==> config.mk <==
export PLATFORM = sky130hd
export DESIGN_NAME = uart_tx_fifo
export DESIGN_NICKNAME = d
export VERILOG_FILES = /design/src/rtl/uart_tx_fifo_pkg.sv /design/src/rtl/uart_tx_fifo_sync_fifo.sv /design/src/rtl/uart_tx_fifo.sv
export SDC_FILE = /design/constraint.sdc
export NUM_CORES = 1
export LEC_CHECK = 0
export CAP_MARGIN = 25
export CORE_MARGIN = 2
export CORE_UTILIZATION = 59
export CTS_CLUSTER_SIZE = 12
export DETAILED_ROUTE_END_ITERATION = 10
export HOLD_SLACK_MARGIN = 0.08
export PLACE_DENSITY = 0.78
export SLEW_MARGIN = 20
export SYNTH_ARGS = -nofsm -noshare
export SYNTH_HDL_FRONTEND = slang
export SYNTH_SLANG_ARGS = --single-unit
==> constraint.sdc <==
create_clock -name clk_i -period 2.5 [get_ports clk_i]
set_input_delay 0.5 -clock clk_i [delete_from_list [all_inputs] [get_ports clk_i]]
set_output_delay 0.5 -clock clk_i [all_outputs]
set_load 0.03 [all_outputs]
==> src/rtl/uart_tx_fifo_pkg.sv <==
// Shared UART constants: character width, default Tx FIFO depth and Tx sequencer state encodings.
package uart_tx_fifo_pkg;

    localparam int UART_DATA_W      = 8;
    localparam int UART_FIFO_DEPTH  = 16;
    localparam int UART_FIFO_ADDR_W = $clog2(UART_FIFO_DEPTH);

    typedef enum logic {
        ST_IDLE      = 1'b0,
        ST_WAIT_DONE = 1'b1
    } tx_seq_state_e;

endpackage

==> src/rtl/uart_tx_fifo_sync_fifo.sv <==
// Synchronous FIFO with wrap-bit pointers, flush and a combinational head; push/pop land at the next edge.
// Push is ignored when full or flushing, pop when empty or flushing; storage is not reset.
module sync_fifo #(
    parameter int DATA_W = 8,
    parameter int DEPTH  = 16,
    parameter int ADDR_W = 4
) (
    input  logic              clk_i,
    input  logic              rst_ni,
    input  logic              push_i,
    input  logic [DATA_W-1:0] data_i,
    input  logic              pop_i,
    input  logic              flush_i,
    output logic              full_o,
    output logic              empty_o,
    output logic [DATA_W-1:0] head_o
);

    localparam logic [ADDR_W:0] PTR_ONE = (ADDR_W+1)'(1);

    logic [DATA_W-1:0] mem_q [DEPTH];
    logic [ADDR_W:0]   wptr_q, wptr_d;
    logic [ADDR_W:0]   rptr_q, rptr_d;
    logic              push_ok;
    logic              pop_ok;

    assign empty_o = (wptr_q == rptr_q);
    assign full_o  = (wptr_q[ADDR_W] != rptr_q[ADDR_W]) &&
                     (wptr_q[ADDR_W-1:0] == rptr_q[ADDR_W-1:0]);
    assign head_o  = mem_q[rptr_q[ADDR_W-1:0]];

    assign push_ok = push_i && !full_o && !flush_i;
    assign pop_ok  = pop_i && !empty_o && !flush_i;

    always_comb begin
        wptr_d = wptr_q;
        rptr_d = rptr_q;
        if (flush_i) begin
            // Drain by catching the read side up; the write side never moves on a flush.
            rptr_d = wptr_q;
        end else begin
            if (push_ok) wptr_d = wptr_q + PTR_ONE;
            if (pop_ok)  rptr_d = rptr_q + PTR_ONE;
        end
    end

    always_ff @(posedge clk_i) begin
        if (!rst_ni) begin
            wptr_q <= '0;
            rptr_q <= '0;
        end else begin
            wptr_q <= wptr_d;
            rptr_q <= rptr_d;
        end
    end

    always_ff @(posedge clk_i) begin
        if (push_ok) mem_q[wptr_q[ADDR_W-1:0]] <= data_i;
    end

endmodule

==> src/rtl/uart_tx_fifo.sv <==
// UART Tx character queue + launch sequencer: 2-cycle write-to-start, next start 2 cycles after tx_done; wr_ready_o = !full.
// Optional registered occupancy output level_o when UART_TX_FIFO_LEVEL_EN is defined.
module uart_tx_fifo
    import uart_tx_fifo_pkg::*;
#(
    parameter int MAX_UART_DATA_W = UART_DATA_W,
    parameter int FIFO_DEPTH      = UART_FIFO_DEPTH,
    parameter int FIFO_ADDR_W     = 4
) (
    input  logic                       clk_i,
    input  logic                       rst_ni,
    input  logic                       wr_valid_i,
    input  logic [MAX_UART_DATA_W-1:0] wr_data_i,
    output logic                       wr_ready_o,
    input  logic                       flush_i,
    input  logic                       tx_busy_i,
    input  logic                       tx_done_i,
    output logic                       tx_start_o,
    output logic [MAX_UART_DATA_W-1:0] tx_data_o,
    output logic                       empty_o,
    output logic                       full_o
`ifdef UART_TX_FIFO_LEVEL_EN
    ,
    output logic [FIFO_ADDR_W:0]       level_o
`endif
);

    tx_seq_state_e              state_q, state_d;
    logic                       tx_start_q, tx_start_d;
    logic [MAX_UART_DATA_W-1:0] tx_data_q, tx_data_d;
    logic [MAX_UART_DATA_W-1:0] head;
    logic                       fifo_full, fifo_empty;
    logic                       push, pop;

    assign wr_ready_o = !fifo_full;
    assign push       = wr_valid_i && wr_ready_o;
    assign empty_o    = fifo_empty;
    assign full_o     = fifo_full;
    assign tx_start_o = tx_start_q;
    assign tx_data_o  = tx_data_q;

    sync_fifo #(
        .DATA_W (MAX_UART_DATA_W),
        .DEPTH  (FIFO_DEPTH),
        .ADDR_W (FIFO_ADDR_W)
    ) u_fifo (
        .clk_i   (clk_i),
        .rst_ni  (rst_ni),
        .push_i  (push),
        .data_i  (wr_data_i),
        .pop_i   (pop),
        .flush_i (flush_i),
        .full_o  (fifo_full),
        .empty_o (fifo_empty),
        .head_o  (head)
    );

    always_comb begin
        state_d    = state_q;
        tx_start_d = 1'b0;
        tx_data_d  = tx_data_q;
        pop        = 1'b0;
        case (state_q)
            ST_IDLE: begin
                // A flush in this cycle wins over launching the head entry.
                if (!fifo_empty && !tx_busy_i && !flush_i) begin
                    pop        = 1'b1;
                    tx_start_d = 1'b1;
                    tx_data_d  = head;
                    state_d    = ST_WAIT_DONE;
                end
            end
            ST_WAIT_DONE: begin
                if (tx_done_i) state_d = ST_IDLE;
            end
        endcase
    end

    always_ff @(posedge clk_i) begin
        if (!rst_ni) begin
            state_q    <= ST_IDLE;
            tx_start_q <= 1'b0;
            tx_data_q  <= '0;
        end else begin
            state_q    <= state_d;
            tx_start_q <= tx_start_d;
            tx_data_q  <= tx_data_d;
        end
    end

`ifdef UART_TX_FIFO_LEVEL_EN
    localparam logic [FIFO_ADDR_W:0] LVL_ONE = (FIFO_ADDR_W+1)'(1);

    logic [FIFO_ADDR_W:0] level_q, level_d;

    always_comb begin
        level_d = level_q;
        if (flush_i) begin
            level_d = '0;
        end else if (push && !pop) begin
            level_d = level_q + LVL_ONE;
        end else if (pop && !push) begin
            level_d = level_q - LVL_ONE;
        end
    end

    always_ff @(posedge clk_i) begin
        if (!rst_ni) level_q <= '0;
        else         level_q <= level_d;
    end

    assign level_o = level_q;
`endif

endmodule

[After elaboration in Yosys (flattened, before gate mapping)]
Memories as Yosys holds them, arrays and structs flattened. A register that Yosys moved wholly into a read port is not among the register bits.
Index checks and enable logic that the tools add are counted.
Cells by class
  reductions and logical operators: 16
  bitwise logic cells: 2
  add/subtract/negate cells: 2
  muxes and demuxes: 8
  equality and inequality tests: 3
Operators with widths (number)
  adder 5 x 1 -> 5 bit (second input constant): 2
  two-way mux 5 bit: 2
  logical AND 1 bit: 8
  == test 5 bit: 1
  zero test 1 bit: 5
  two-way mux 1 bit: 5
  == test 4 bit: 1
  AND reduction 2 bit: 2
  NOT 1 bit: 2
  one-hot mux 1 bit (2 select lines): 1
  nonzero test 2 bit: 1
  != test 1 bit: 1
Storage, ports and cells
  RAM bits: 128
  register bits after elaboration: 12
  output and inout port bits: 12
  memories: 1
  logic and storage cells: 36
  input bits: 14
Memory list
  u_fifo.mem_q: words 16, bits a word 8, rd ports 1, clocked after Yosys merged registers in 1, wr ports 1, line uart_tx_fifo_sync_fifo.sv:21  | logic [DATA_W-1:0] mem_q [DEPTH];

[Longest topological paths before layout]
  depth in word-level cells: 10
  depth in mapped cells: 8
  mapped depth without buffers: 5

[By module]
From an unflattened synthesis, not the netlist that was laid out.
Second synthesis, totals
  cells, all modules: 340
  area total of the unflattened synthesis: 6198.4 sq um
By module, submodules not included
  sync_fifo: area an instance 5785.5 sq um, instances 1, cells an instance 297, sequential area each 4124.0 sq um
  uart_tx_fifo: area an instance 412.9 sq um, instances 1, cells an instance 43, sequential area each 200.2 sq um

[Least setup slack after synthesis]
OpenSTA, ideal clock, no wires.
  path kind: reg2reg
  start point: reg u_fifo.wptr_q[4]
  end point: mem u_fifo.mem_q[3][0] (enable)
  data required time: 2117 ps
  data arrival time: 1561 ps
  setup time: 383 ps
  clock period less this slack: 1945 ps
  slack: 555 ps
  path buffers: 0
  stages on the path, launching flop included: 4
  path through: dfxtp_1 > xnor2_1 > o211ai_1 > nor3_1
On the way
  cells in the longest elaborated chain, start to end: 8
RTL lines
  start, declared: line uart_tx_fifo_sync_fifo.sv:22  | logic [ADDR_W:0] wptr_q, wptr_d;
  start signal, assigned: line uart_tx_fifo_sync_fifo.sv:52  | wptr_q <= wptr_d;
  != test 1 bit *: line uart_tx_fifo_sync_fifo.sv:28  | assign full_o = (wptr_q[ADDR_W] != rptr_q[ADDR_W]) &&
  logical AND 1 bit *: line uart_tx_fifo_sync_fifo.sv:28
  zero test 1 bit *: line uart_tx_fifo_sync_fifo.sv:32, uart_tx_fifo.sv:35
  logical AND 1 bit: line uart_tx_fifo.sv:36  | assign push = wr_valid_i && wr_ready_o;
  logical AND 1 bit * (2 in a row): line uart_tx_fifo_sync_fifo.sv:32  | assign push_ok = push_i && !full_o && !flush_i;
  two-way mux 1 bit *: line uart_tx_fifo_sync_fifo.sv:58  | if (push_ok) mem_q[wptr_q[ADDR_W-1:0]] <= data_i;
  two-way mux 1 bit (implied by the code) *: line uart_tx_fifo_sync_fifo.sv:58
  end, declared: line uart_tx_fifo_sync_fifo.sv:21
Mark *: on every way between the ends. The rest lies on a longest branch, timed or not.

[Worst setup path after layout]
  start point: reg u_fifo.wptr_q[2]
  end point: out wr_ready_o
On the way
  cells in the longest elaborated chain, start to end: 3
RTL lines
  == test 4 bit: line uart_tx_fifo_sync_fifo.sv:29  | (wptr_q[ADDR_W-1:0] == rptr_q[ADDR_W-1:0]);
  logical AND 1 bit: line uart_tx_fifo_sync_fifo.sv:28
  zero test 1 bit: line uart_tx_fifo.sv:35  | assign wr_ready_o = !fifo_full;
  end, declared: line uart_tx_fifo.sv:14  | output logic wr_ready_o,
Every way passes these cells.

==> out/summary.txt <==
status: finished clean
multi-input logic area: 1630 sq um
H-Tree Depth: 4
starting density of the core: 61.3%
Hold Path End: tx_data_o[7]
number of synthesized flops with an enable pin: 128
storage element area: 4250 sq um
Die H: 105 microns
Mapped Area: 6040 sq um
Tot Pwr: 5.57 mW
vias in the first global route: 3188
total wire length: 12.0 mm
dpl cell area: 6470 sq um
Setup Viol. Count Final: 0
CP bufs+invs: 1
area delta synth->final: 17.0%
CP Capture Type: output port
Hold Crit Depth: 2
diode count: 0
DR WL/cell: 22.6 microns
yosys synthesis warning count: 0
setup TNS: 0 ps
skew final: 7.27 ps
final instance area: 7070 sq um
Lkg Pwr: 2.38 nW
largest net degree at the start of global routing: 45
first-pass GRT wire length: 18.6 mm
sequential fraction of the synthesis area: 70.2%
Tot GR Track Use: 23.4%
CTS sink count: 148
Clock power frac: 44.1%
clk_lat worst skew: 520 ps
Final WS setup: 98.0 ps
slowest library cell on the worst path: dfxtp_2
most frequent cells in the layout: 128 x edfxtp_1, 22 x mux4_2, 22 x clkdlybuf4s50_1
dpl hpwl: 7.47 mm
WS Path Type: reg2out
RSZ-0062 raised after global routing: false
Psw: 1.16 mW
CP peak stage delay: 450 ps
fin crit period: 2400 ps
vias per cell: 6.07
CTS tree: done
CP startpoint: u_fifo.wptr_q[2]
Setup Fix Bufs, Post-CTS: 0
period utilisation layout: 96.1%
IO Port Bufs: 25
Comb power frac: 6.9%
pre-CTS setup slack: 112 ps
Seq pwr share: 49.1%
pwr dens: 788 nW/um^2
worst relative slew slack: 52.1%
reg2reg setup slack: 520 ps
switch share: 20.8%
fillers: 598
mean area per synthesized cell: 17.7 sq um
Hold Buf Count CTS: 0
hold crit path type: reg2reg
most common cell after layout, fill and taps aside: edfxtp_1
fin nets: 402
Vias: 3211
die area: 11100 sq um
CP Cell Sequence: xnor2_2 -> and4_4 -> nand2_1 -> dlygate4sd2_1
initial antenna violation count: 0
worst reg2reg path endpoint: tx_data_o[1]
R2R cell count: 5
worst slew pin tran: 716 ps
WP data arrival: 1900 ps
site row count: 36
Yosys reg bits: 148
ys async rst share: 0%
Final ANT Viol Nets: 0
P_int: 4.41 mW
HP Start: tx_data_o[7]
critical path required time: 2000 ps
Crit Path Max Fanout: 9
FMAX: 416 MHz
IO Pins: 26
CP Launch Type: register
DRT iter0 DRCs: 252
placer's final routability congestion estimate: 0.809
Cell variety after synth: 42
Max IR drop VDD: 0.000556 V
DRT Pass-1 Iters: 4
Post-Synthesis Cells: 341
die width: 105 microns
drt drc: 0
Most used DFF post-synth: edfxtp_1
Num CTS Buffers: 17
Final Hold Fails: 0
clk buf depth: 2
Core ar.: 9860 sq um
Worst path top cell family by delay: flip-flops
Max-cap violations: 0
worst r2r src: u_fifo.rptr_q[2]
Root Buffer: clkbuf_8
Clock Pin Slew Worst Setup and Hold Paths: 60 ps
share of cells above drive strength 1: 23.2%
max-slew violations: 0
Syn Nets: 360
remaining global-route overflow: 0
==> logic make-up after synthesis <==
| family | after synthesis | share of synthesized area [%] |
|---|---|---|
| DFF | 148 | 70.2 |
| muxes | 51 | 13.7 |
| AOI/OAI and AO/OA | 49 | 5.55 |
| and+or+nand+nor | 49 | 4.58 |
| buffers and inverters | 27 | 2.77 |
| xor gates and xnor gates | 12 | 2.11 |
| adders and majority gates | 5 | 1.04 |
==> Yosys cell counts, types with 3 or more instances <==
cell type	number	area, sq um
and3_1	12	75.1
and2_1	6	37.5
xnor2_2	3	48.8
xnor2_1	6	52.6
buf_4	3	22.5
ha_1	5	62.6
clkbuf_1	5	18.8
buf_2	7	35.0
mux4_2	22	495
nand2_1	13	48.8
dfxtp_1	20	400
nor2b_1	7	43.8
inv_1	5	18.8
buf_6	6	67.6
a221oi_1	8	70.1
a21oi_1	4	20.0
mux2_2	8	90.1
a31oi_1	8	50.1
mux2i_1	19	190
o21ai_0	17	85.1
xor2_1	3	26.3
edfxtp_1	128	3840
==> power by group through the flow <==
| stage | clock network, mW | logic [mW] | registers, mW |
|---|---|---|---|
| CTS | 2.48 | 0.383 | 2.73 |
| floorplan | 0 | 0.223 | 2.80 |
| global placement | 0 | 0.374 | 2.78 |
| global route | 2.59 | 0.411 | 2.73 |
| finish | 2.45 | 0.382 | 2.73 |
| detailed placement | 0 | 0.381 | 2.78 |
==> state kept, by name, summed over array words and instances (netlist names) <==
| signal | count |
|---|---|
| tx_start_o | 1 |
| u_fifo.wptr_q | 5 |
| state_q | 1 |
| u_fifo.rptr_q | 5 |
| tx_data_o | 8 |
| u_fifo.mem_q | 128 |
==> metal layers <==
| layer | track usage (%) | up-vias | part of all wire [%] |
|---|---|---|---|
| li1 | - | 1435 | - |
| met1 | 34.6 | 1632 | 44 |
| met2 | 34.1 | 127 | 48 |
| met3 | 6.80 | 17 | 6.3 |
| met4 | 7.05 | 0 | 1.7 |
| met5 | 0 | - | 0 |
==> through the flow <==
stage / util, % / cells / hold WS [ps]
after global placement: 65.6 / 497 / 521
after global routing: 71.7 / 529 / 550
final: 71.7 / 529 / 542
after CTS: 71.6 / 529 / 538
after detailed placement: 65.6 / 497 / 526
after floorplan: - / 341 / 535
==> worst max-delay path by stage <==
| stage | endpoint | slack [ps] | cells after the start |
|---|---|---|---|
| 6_report | wr_ready_o | 100 | 4 |
| 5_1_grt | wr_ready_o | 20 | 4 |
| 4_1_cts | wr_ready_o | 60 | 4 |
| 3_5_place_dp | u_fifo.mem_q[5][6] | 110 | 4 |
| 3_3_place_gp | u_fifo.mem_q[9][0] | 170 | 4 |
| 2_1_floorplan | u_fifo.mem_q[3][0] | 560 | 3 |
==> timing repair <==
action	in CTS	in global routing
endpoints found under the hold margin	0	0
gates resized for setup	2	1
endpoints found under the setup margin	1	1
==> area by class of cell <==
| type | instances | area share [%] |
|---|---|---|
| Sequential cell | 148 | 60.1 |
| Multi-Input combinational cell | 166 | 23.1 |
| Clock buffer | 26 | 7.97 |
| Timing Repair Buffer | 45 | 5.75 |
| Tap cell | 133 | 2.35 |
| Clock inverter | 6 | 0.478 |
| Inverter | 5 | 0.266 |
==> worst register-to-register path, delay by kind of cell, from the launching register on <==
| kind | cells | cell delay, ps |
|---|---|---|
| buffers and inverters | 1 | 550 |
| muxes | 2 | 810 |
| DFF | 1 | 350 |
| AOI/OAI and AO/OA | 1 | 80 |
| and+or+nand+nor | 1 | 80 |
Note: power is estimated with default switching activity, not from simulation.
